### config.mk
export PLATFORM = sky130hd
export DESIGN_NAME = cram_sequencer
export DESIGN_NICKNAME = d
export VERILOG_FILES = /design/src/rtl/cram_sequencer.sv
export SDC_FILE = /design/constraint.sdc
export NUM_CORES = 1
export LEC_CHECK = 0
export ABC_CLOCK_PERIOD_IN_PS = 2800
export BUFFER_PORTS_ARGS = -buffer_cell sky130_fd_sc_hd__buf_4
export CORE_MARGIN = 4
export CORE_UTILIZATION = 47
export CTS_CLUSTER_DIAMETER = 50
export DETAILED_ROUTE_END_ITERATION = 10
export HOLD_SLACK_MARGIN = 0.1
export PLACE_DENSITY = 0.7
export SYNTH_ARGS = -nofsm -noshare
export SYNTH_HDL_FRONTEND = slang
export SYNTH_SLANG_ARGS = --single-unit
### constraint.sdc
create_clock -name clk_i -period 2.8 [get_ports clk_i]
set_input_delay 0.56 -clock clk_i [delete_from_list [all_inputs] [get_ports clk_i]]
set_output_delay 0.56 -clock clk_i [all_outputs]
set_load 0.05 [all_outputs]
### src/rtl/cram_sequencer.sv
// Microcode address sequencer: forms the next CRAM address from J, dispatch, skip, trap and
// diagnostic sources, and keeps a circular CALL/RETURN stack with sticky error flags.
module cram_sequencer #(
    parameter int unsigned ADR_W       = 11,
    parameter int unsigned STACK_DEPTH = 16,
    parameter int unsigned DISP_W      = 4,
    localparam int unsigned PtrW       = $clog2(STACK_DEPTH),
    localparam int unsigned DepthW     = PtrW + 1
) (
    input  logic              clk_i,
    input  logic              reset_n_i,
    input  logic              hold_i,
    input  logic              force_i,
    input  logic [ADR_W-1:0]  j_i,
    input  logic              disp_en_i,
    input  logic [DISP_W-1:0] disp_bits_i,
    input  logic              skip_en_i,
    input  logic              skip_cond_i,
    input  logic              call_i,
    input  logic              ret_i,
    input  logic              diag_load_i,
    input  logic [ADR_W-1:0]  diag_adr_i,
    input  logic              err_clr_i,
    output logic [ADR_W-1:0]  cradr_o,
    output logic [ADR_W-1:0]  loc_o,
    output logic [ADR_W-1:0]  sbr_ret_o,
    output logic [DepthW-1:0] stack_depth_o,
    output logic              stack_overflow_o,
    output logic              stack_underflow_o
);

    logic [ADR_W-1:0]  cradr_q, cradr_d;
    logic [ADR_W-1:0]  loc_q;
    logic [ADR_W-1:0]  stack_q [STACK_DEPTH];
    logic [ADR_W-1:0]  stack_d [STACK_DEPTH];
    logic [PtrW-1:0]   ptr_q, ptr_d, ptr_inc, ptr_dec;
    logic [DepthW-1:0] depth_q, depth_d;
    logic              ovf_q, ovf_d, unf_q, unf_d;

    logic             empty, full, push, pop;
    logic [ADR_W-1:0] top;

    assign empty   = (depth_q == '0);
    assign full    = (depth_q == DepthW'(STACK_DEPTH));
    assign top     = empty ? '0 : stack_q[ptr_q];
    assign push    = (call_i | force_i) & ~diag_load_i;
    assign pop     = ret_i & ~force_i & ~diag_load_i;
    assign ptr_inc = ptr_q + PtrW'(1);
    assign ptr_dec = ptr_q - PtrW'(1);

    always_comb begin
        cradr_d = '0;
        if (diag_load_i) begin
            cradr_d = diag_adr_i;
        end else if (force_i) begin
            cradr_d = '1;
        end else begin
            cradr_d = j_i
                    | (pop ? top : '0)
                    | (disp_en_i ? ADR_W'(disp_bits_i) : '0)
                    | {{(ADR_W-1){1'b0}}, skip_en_i & skip_cond_i};
        end
    end

    // A new error in the same cycle as errClr overrides the clear.
    always_comb begin
        stack_d = stack_q;
        ptr_d   = ptr_q;
        depth_d = depth_q;
        ovf_d   = ovf_q & ~err_clr_i;
        unf_d   = unf_q & ~err_clr_i;
        if (push && pop) begin
            if (empty) begin
                unf_d            = 1'b1;
                stack_d[ptr_inc] = cradr_q;
                ptr_d            = ptr_inc;
                depth_d          = DepthW'(1);
            end else begin
                stack_d[ptr_q] = cradr_q;
            end
        end else if (push) begin
            stack_d[ptr_inc] = cradr_q;
            ptr_d            = ptr_inc;
            if (full) begin
                ovf_d = 1'b1;
            end else begin
                depth_d = depth_q + DepthW'(1);
            end
        end else if (pop) begin
            if (empty) begin
                unf_d = 1'b1;
            end else begin
                ptr_d   = ptr_dec;
                depth_d = depth_q - DepthW'(1);
            end
        end
    end

    always_ff @(posedge clk_i) begin
        if (!reset_n_i) begin
            cradr_q <= '0;
            loc_q   <= '0;
            stack_q <= '{default: '0};
            ptr_q   <= '0;
            depth_q <= '0;
            ovf_q   <= 1'b0;
            unf_q   <= 1'b0;
        end else if (!hold_i) begin
            cradr_q <= cradr_d;
            loc_q   <= cradr_q;
            stack_q <= stack_d;
            ptr_q   <= ptr_d;
            depth_q <= depth_d;
            ovf_q   <= ovf_d;
            unf_q   <= unf_d;
        end
    end

    assign cradr_o           = cradr_q;
    assign loc_o             = loc_q;
    assign sbr_ret_o         = top;
    assign stack_depth_o     = depth_q;
    assign stack_overflow_o  = ovf_q;
    assign stack_underflow_o = unf_q;

endmodule

### Word level (Yosys, flattened, before mapping)

Cells that the tools add are included.

* bits of input ports: 37
* flip-flop bits (word level): 209
* output and inout bits: 40

* bitwise gates (word level): 16
* reduce and logical (&&, ||, !) cells: 9
* $add $sub $neg: 4
* mux-type cells: 35
* $lt $le $gt $ge: 4
* equal/unequal tests: 4

Operators with widths (number)
* 176-bit 2-to-1 mux: 3
* 176-bit bitwise mux: 2
* 11-bit demux with 4-bit select: 2
* 11-bit 2-to-1 mux: 8
* 11-bit binary-select mux with 4-bit select: 1
* 5-bit 2-to-1 mux: 6
* 4-bit 2-to-1 mux: 6
* 11-bit by 1-bit OR with 11-bit output: 1
* 11-bit OR: 1
* 11-bit by 4-bit OR with 11-bit output: 1
* 5-bit greater-or-equal comparator (second input constant): 2
* 5-bit by 1-bit less-than comparator with 1-bit output (second input constant): 2
* 4-bit NOT with 5-bit output: 2
* 1-bit 2-to-1 mux: 7
* 1-bit bitwise AND: 6
* 5-bit by 1-bit adder with 5-bit output (second input constant): 1
* 5-bit equality test (second input constant): 1
* 5-bit logical NOT: 1
* 5-bit AND reduction: 1
* 5-bit by 1-bit subtractor with 5-bit output (second input constant): 1
* 4-bit by 1-bit adder with 4-bit output (second input constant): 1
* 1-bit NOT: 4
* 4-bit AND reduction: 1
* 4-bit by 1-bit subtractor with 4-bit output (second input constant): 1
* 8 further kinds: 10

### Logic depth before layout (Yosys ltp)

Gate-level depths: netlist of the first run.

* depth in word-level cells: 11
* depth in mapped cells: 9
* gate-level depth less buffers: 8

### Least setup slack after synthesis of the first run

OpenSTA, ideal clock, no wires.

* path kind: reg-to-output
* from: register ptr_q[2]
* to: output port sbr_ret_o[4]
* slack: -0.323 ns
* data required time: 2.240 ns
* cell stages (with the launch flop): 9
* arrival: 2.563 ns
* path through: dfxtp_1 buf_2 buf_2 buf_1 mux4_2 nand2_1 nand2_1 nor2_1 a211oi_1

* word-level cells in the longest chain between the ends: 5

RTL lines
* start, declared: line 36 `logic [PtrW-1:0] ptr_q, ptr_d, ptr_inc, ptr_dec;`
* start signal, assigned: line 112 `ptr_q <= ptr_d;`
* 4-bit NOT with 5-bit output (not written as such): line 45 `assign top = empty ? '0 : stack_q[ptr_q];`
* 11-bit binary-select mux with 4-bit select: line 45
* 11-bit 2-to-1 mux (not written as such) (2 in a row): line 45
* 11-bit 2-to-1 mux: line 45
* end, declared: line 26 `output logic [ADR_W-1:0] sbr_ret_o,`

Every way passes these cells. The select of a mux whose other input is x is not followed.

### Final worst setup path of the first run

* from: register ptr_q[1]
* to: output port sbr_ret_o[0]

Same word-level chain as after synthesis.

==> flow_summary.json, run 1 <==
{
  "drive_gt1_share_pct": 29.27,
  "grt_max_degree": 75,
  "dp.cells": 1331,
  "grt_pass1_wl_um": 45510,
  "setup_viol": 3,
  "overflow": 0,
  "cts_hold_buf": 0,
  "dp_hpwl_um": 18900,
  "p_leak_nw": 5.198,
  "grtUsageTotal_pct": 23.83,
  "ys_seq_area_share_pct": 41.81,
  "die_y_um": 153.9,
  "cp_data_arrival_time_ns": 2.39,
  "ys_warn_count": 0,
  "wl_per_cell_um": 20.75,
  "finalCriticalPeriod_ns": 2.948,
  "die_width_um": 153.9,
  "remaining_drc_errors": 0,
  "tns_ns": -0.1830,
  "drt_wl_total_um": 29180,
  "crit_type": "reg2out",
  "async_reset_ff_share_pct": 0,
  "yosys.area.top_type": "dfxtp_1",
  "gp_congestion": 0.9099,
  "h-tree-depth": 1,
  "grt_pass1_vias": 8133,
  "cts_root_buf": "clkbuf_16",
  "hold_ws_ns": 0.3250,
  "setup_slack_ns": -0.1476,
  "hold_path_startpoint": "j_i[7]",
  "num_vias": 8168,
  "reg2reg_slack_ns": 0,
  "r2r_cells": 15,
  "synth_ff_type": "dfxtp_1",
  "crit_path_start_kind": "register",
  "switching_power_mw": 2.004,
  "portBuffers": 76,
  "fmax_ghz": 0.3393,
  "synth_nets": 1053,
  "routed_via_density": 5.809,
  "stdcell_count": 1406,
  "status": "finished, violations left",
  "netlist.area_leader.share_pct": 41.81,
  "maxSlewViolCount": 0,
  "cap_violations": 0,
  "synth_edf_count": 0,
  "cts.sinks": 209,
  "tightest_slew_ns": 0.7824,
  "hold_violations": 0,
  "dieArea_um2": 23690,
  "p_seq_share_pct": 42.3,
  "first_pass_iters": 5,
  "area_growth_pct": 24.78,
  "synth_area_leaders": "dfxtp_1, mux2i_1, nand2_1",
  "ant_nets": 0,
  "rsz0062_at_grt": "yes",
  "r2r-end": "cradr_o[0]$_SDFFE_PN0N_",
  "num_rows": 53,
  "cts.reportedPaths.clkPinSlew_ns": 0.06,
  "place_worst_setup_slack_ns": 0.009540,
  "skew_ns": 0.01456,
  "design_area_um2": 12490,
  "clock_latency_ns": 0.52,
  "coreArea_um2": 20960,
  "pwr_density_cell_nw_per_um2": 581.2,
  "synth.distinct_cells": 62,
  "nets": 1160,
  "internal_power_mw": 5.253,
  "hold_path_class": "in2reg",
  "syn_avg_cell_area_um2": 9.947,
  "failed_checks": "negative setup slack",
  "antenna_found_initial": 0,
  "syn-instance-count": 1006,
  "comb_power_share_pct": 15.4,
  "cp_max_fo": 5,
  "placed_cell_area_um2": 10990,
  "swShare_pct": 27.62,
  "hold_depth": 3,
  "synth.most_common_cell": "nand2_1",
  "antenna_cells": 0,
  "start_util_pct": 47.75,
  "ys_ff_latch": 209,
  "clock_path_buffers": 3,
  "relSlewSlack_pct": 47.71,
  "cp.required_ns": 2.24,
  "numCtsBuffers": 24,
  "dr.first_iter.drc_count": 731,
  "top_level_ports": 77,
  "ys_top_cells_by_count": "nand2_1, dfxtp_1, mux2i_1",
  "clkPwrFrac_pct": 42.3,
  "cts_tree": "built",
  "synth_area_um2": 10010,
  "rr_startpoint": "ptr_q[1]$_SDFFE_PN0P_",
  "ir_drop_mv": 0.4234,
  "finalCritPeriodShare_pct": 105.3,
  "cp-end-kind": "output pin",
  "hold_path_end": "cradr_o[7]$_SDFFE_PN0N_"
}
[repair_timing]
| action | in CTS | in global routing |
|---|---|---|
| gates resized for setup | 58 | 38 |
| setup buffers | 22 | 9 |
| setup endpoints to repair | 17 | 144 |
| gates cloned | 2 | 2 |
| pin swaps | 13 | 17 |
[critical path, cell delays in order, from the launching register on]
cell and delay, ns:
dfxtp_4 0.40, buf_12 0.14, mux4_2 0.48, a22o_1 0.27, a221oi_2 0.27, nor2_1 0.14, buf_6 0.18
[stage by stage]
step	power (mW)	utilization [%]
CTS	7.221	58.53
finish	7.257	59.59
detailed placement	4.066	52.46
global placement	4.058	52.46
global route	7.489	59.59
floorplan	3.747	-
[worst max path at each step]
stage                          startpoint                  endpoint  cells after the start
floorplan           ptr_q[2]$_SDFFE_PN0P_              sbr_ret_o[4]                      8
global placement    ptr_q[2]$_SDFFE_PN0P_  stack_q[64]$_SDFFE_PN0P_                      6
detailed placement  ptr_q[0]$_SDFFE_PN0P_  stack_q[31]$_SDFFE_PN0P_                      6
CTS                 ptr_q[1]$_SDFFE_PN0P_              sbr_ret_o[0]                      6
global route        ptr_q[1]$_SDFFE_PN0P_              sbr_ret_o[0]                      6
finish              ptr_q[1]$_SDFFE_PN0P_              sbr_ret_o[0]                      6
[sequential cells by signal, indices dropped and copies added (netlist names)]
name               cells
stack_overflow_o       1
loc_o                 11
cradr_o               11
ptr_q                  4
stack_underflow_o      1
stack_depth_o          5
stack_q              176
[placed cells by master, fill, tap and decap left out, types with 4 or more instances in the layout]
| master | Yosys | final |
|---|---|---|
| buf_12 | 0 | 10 |
| inv_1 | 7 | 6 |
| nand2_1 | 237 | 229 |
| clkinvlp_4 | 0 | 4 |
| dfxtp_1 | 209 | 205 |
| o22ai_2 | 0 | 4 |
| a21oi_1 | 20 | 13 |
| ha_1 | 9 | 9 |
| a22o_1 | 5 | 5 |
| a21o_1 | 4 | 4 |
| nor3_1 | 8 | 7 |
| buf_6 | 8 | 17 |
| and3_1 | 7 | 7 |
| o21ai_0 | 12 | 12 |
| o21ai_1 | 4 | 4 |
| a32oi_1 | 6 | 6 |
| o32ai_2 | 6 | 6 |
| buf_4 | 9 | 128 |
| a22oi_2 | 0 | 6 |
| nor2_1 | 37 | 32 |
| clkbuf_8 | 0 | 4 |
| xnor2_1 | 5 | 4 |
| nand2b_1 | 8 | 6 |
| a21oi_2 | 0 | 6 |
| clkbuf_16 | 0 | 26 |
| nand3_1 | 6 | 6 |
| a211oi_2 | 0 | 6 |
| clkbuf_1 | 44 | 4 |
| clkinv_2 | 0 | 4 |
| mux2_2 | 23 | 21 |
| nor2b_1 | 6 | 4 |
| nor2_2 | 2 | 7 |
| mux2i_1 | 197 | 197 |
| o22ai_1 | 13 | 6 |
| nand2_2 | 0 | 7 |
| mux4_2 | 30 | 30 |
[kinds of logic after synthesis]
logic type / synth area share [%]
AND/OR/NAND/NOR: 14.45
adder cells (fa/ha/maj): 1.325
XOR/XNOR: 0.7002
AO/OA/AOI/OAI: 8.065
buffers and inverters: 4.451
multiplexers: 29.19
flip-flops: 41.81
[per-layer routing]
metal,vias to the layer above,routed length [um],global-route usage (%)
met1,4015,13020,33.91
met5,-,0,0
met2,334,13240,37.16
met3,65,1980,3.828
li1,3754,-,-
met4,0,947,7.948
[power groups by stage]
stage,Combinational (mW),Sequential [mW],Clock (mW)
6_report,1.12,3.07,3.07
5_1_grt,1.17,3.08,3.24
4_1_cts,1.04,3.07,3.11
3_5_place_dp,0.926,3.14,0
3_3_place_gp,0.920,3.14,0
2_1_floorplan,0.546,3.20,0
[final cells by class]
class	instances	area [um2]
Clock buffer	32	670.6
Clock inverter	12	116.4
Multi-Input combinational cell	709	5652
Fill cell	1709	8468
Inverter	8	32.53
Tap cell	275	344.1
Timing Repair Buffer	161	1475
Sequential cell	209	4197
Power figures use the tool's default switching activity.
==> inputs of run 2 (changes only) <==
--- a/config.mk
+++ b/config.mk
@@ -13,6 +13,7 @@
 export DETAILED_ROUTE_END_ITERATION = 10
 export HOLD_SLACK_MARGIN = 0.1
 export PLACE_DENSITY = 0.7
+export SKIP_LAST_GASP = 1
 export SYNTH_ARGS = -nofsm -noshare
 export SYNTH_HDL_FRONTEND = slang
 export SYNTH_SLANG_ARGS = --single-unit
==> run 2 against run 1 <==
Clock skew up 0.00069 ns. Global-route usage barely moved. Critical endpoint unchanged. Flip-flop and latch count unchanged. The flow still finishes with violations (negative setup slack). Largest cell class unchanged. Utilization is essentially flat.
==> flow_summary.json, run 2 (same netlist as run 1, synthesis figures left out) <==
{
  "status": "finished, violations left",
  "failed_checks": "negative setup slack",
  "crit_type": "reg2out",
  "layout_commonest_cell": "nand2_1",
  "portBuffers": 76,
  "die_width_um": 153.9,
  "maxSlewViolCount": 0,
  "cp_cell_sequence": "buf_12 -> mux4_2 -> a22o_1 -> a221oi_2 -> nor2_1 -> buf_6",
  "num_rows": 53,
  "grt_max_degree": 75,
  "slowest_stage": "mux4_2",
  "max_stage_delay_ns": 0.48,
  "grtUsageTotal_pct": 23.79,
  "cts_root_buf": "clkbuf_16",
  "grt_pass1_wl_um": 45390,
  "most-common-layout-cells": "nand2_1, dfxtp_1, mux2i_1",
  "cts.reportedPaths.clkPinSlew_ns": 0.06,
  "gp_congestion": 0.9099,
  "dp_hpwl_um": 18900,
  "cap_violations": 0,
  "reg2reg_slack_ns": -0.04,
  "area_growth_pct": 24.87,
  "dieArea_um2": 23690,
  "cts.sinks": 209,
  "skew_ns": 0.01526,
  "largest_register_ffs": 176,
  "hold_path_class": "in2reg",
  "antenna_cells": 0,
  "rsz0062_at_grt": "yes",
  "post-route-util_pct": 59.63,
  "p_leak_nw": 5.206,
  "ir_drop_mv": 0.4268,
  "tightest_slew_ns": 0.7631,
  "clock_latency_ns": 0.52,
  "drive_gt1_share_pct": 29.34,
  "die_y_um": 153.9,
  "clock_path_buffers": 3,
  "antenna_found_initial": 0,
  "pwr_density_cell_nw_per_um2": 581.9,
  "h-tree-depth": 1,
  "ant_nets": 0,
  "nets": 1164,
  "first_pass_iters": 5,
  "coreArea_um2": 20960,
  "cp_max_fo": 5,
  "hold_violations": 0,
  "num_vias": 8192,
  "cts_tree": "built",
  "dr.first_iter.drc_count": 811,
  "grt_pass1_vias": 8111,
  "finalCritPeriodShare_pct": 105.1,
  "cp.required_ns": 2.24,
  "regMostFlops": "stack_q",
  "drt_wl_total_um": 29370,
  "fmax_ghz": 0.3397,
  "relSlewSlack_pct": 49.00,
  "top_level_ports": 77,
  "setup_slack_ns": -0.1436,
  "cp_data_arrival_time_ns": 2.38,
  "wl_per_cell_um": 20.83,
  "overflow": 0,
  "numCtsBuffers": 24,
  "crit_path_start_kind": "register",
  "remaining_drc_errors": 0,
  "finalCriticalPeriod_ns": 2.944,
  "start_util_pct": 47.75,
  "setup_viol": 4,
  "tns_ns": -0.2709,
  "routed_via_density": 5.810,
  "cp-end-kind": "output pin"
}
run 2: changes by cell type in the layout (fill, tap and decap cells not counted):
cell | before | now
dfxtp_1 | 205 | 206
nand2_2 | 7 | 6
buf_12 | 10 | 9
nand2_1 | 229 | 230
a21oi_2 | 6 | 5
dfxtp_2 | 1 | 0
nor2_2 | 7 | 8
buf_6 | 17 | 14
a21oi_1 | 13 | 14
nor2_1 | 32 | 31
buf_8 | 3 | 4
buf_4 | 128 | 135
run 2: per-stage QoR:
stage          hold slack, ns  std cells  worst slack [ns]  power, mW  cell area [um2]
6_report               0.3231       1410           -0.1436      7.272            12500
5_1_grt                0.3226       1410           -0.1774      7.502            12500
4_1_cts                0.3205       1399          -0.06639      7.218            12250
3_5_place_dp           0.4467       1331          0.009540      4.066            10990
3_3_place_gp           0.4392       1331            0.1206      4.058            10990
2_1_floorplan          0.4313       1006           -0.3226      3.747            10010
run 2: critical path: cells and delay by family, from the launching register on:
kind,cells,cell delay [ns]
mux,1,0.48
flops,1,0.40
simple gates,1,0.13
buf+inv,2,0.32
compound gates,2,0.54
run 2: per-layer routing:
metal / global-route usage (%) / vias to the layer above / routed length [um]
li1: - / 3769 / -
met1: 33.84 / 4016 / 13020
met4: 7.906 / 0 / 905
met3: 3.912 / 65 / 2000
met5: 0 / - / 0
met2: 37.04 / 342 / 13440
run 2: final cells by class:
class                      count  area [um2]
inverter                       8       32.53
fill                        1714        8459
clock buffer                  32       670.6
tap                          275       344.1
clock inverter                12       116.4
sequential                   209        4195
multi-input combinational    709        5648
timing repair buffer         165        1489
run 2: power breakdown:
part	switching (mW)	leakage [nW]	total, mW	internal [mW]
sequential	0.0562	1.69	3.07	3.02
clock	1.28	0.377	3.08	1.80
combinational	0.677	3.14	1.12	0.447
total	2.01	5.21	7.27	5.26
run 2: path summary, 6_finish.rpt:
path / startpoint / endpoint / cells after the start
setup / recovery: ptr_q[1]$_SDFFE_PN0P_ / sbr_ret_o[0] / 6
hold / removal: j_i[8] / cradr_o[8]$_SDFFE_PN0N_ / 3
setup reg to reg: ptr_q[1]$_SDFFE_PN0P_ / cradr_o[0]$_SDFFE_PN0N_ / 15
hold reg to reg: stack_q[134]$_SDFFE_PN0P_ / stack_q[134]$_SDFFE_PN0P_ / 2
run 2: repair_timing:
item / 4_1_cts / 5_1_grt
setup buffers: 22 / 13
gates resized for setup: 54 / 39
hold buffers: 0 / 0
endpoints found under the setup margin: 17 / 144
cloned: 2 / 2
pin swaps: 12 / 15
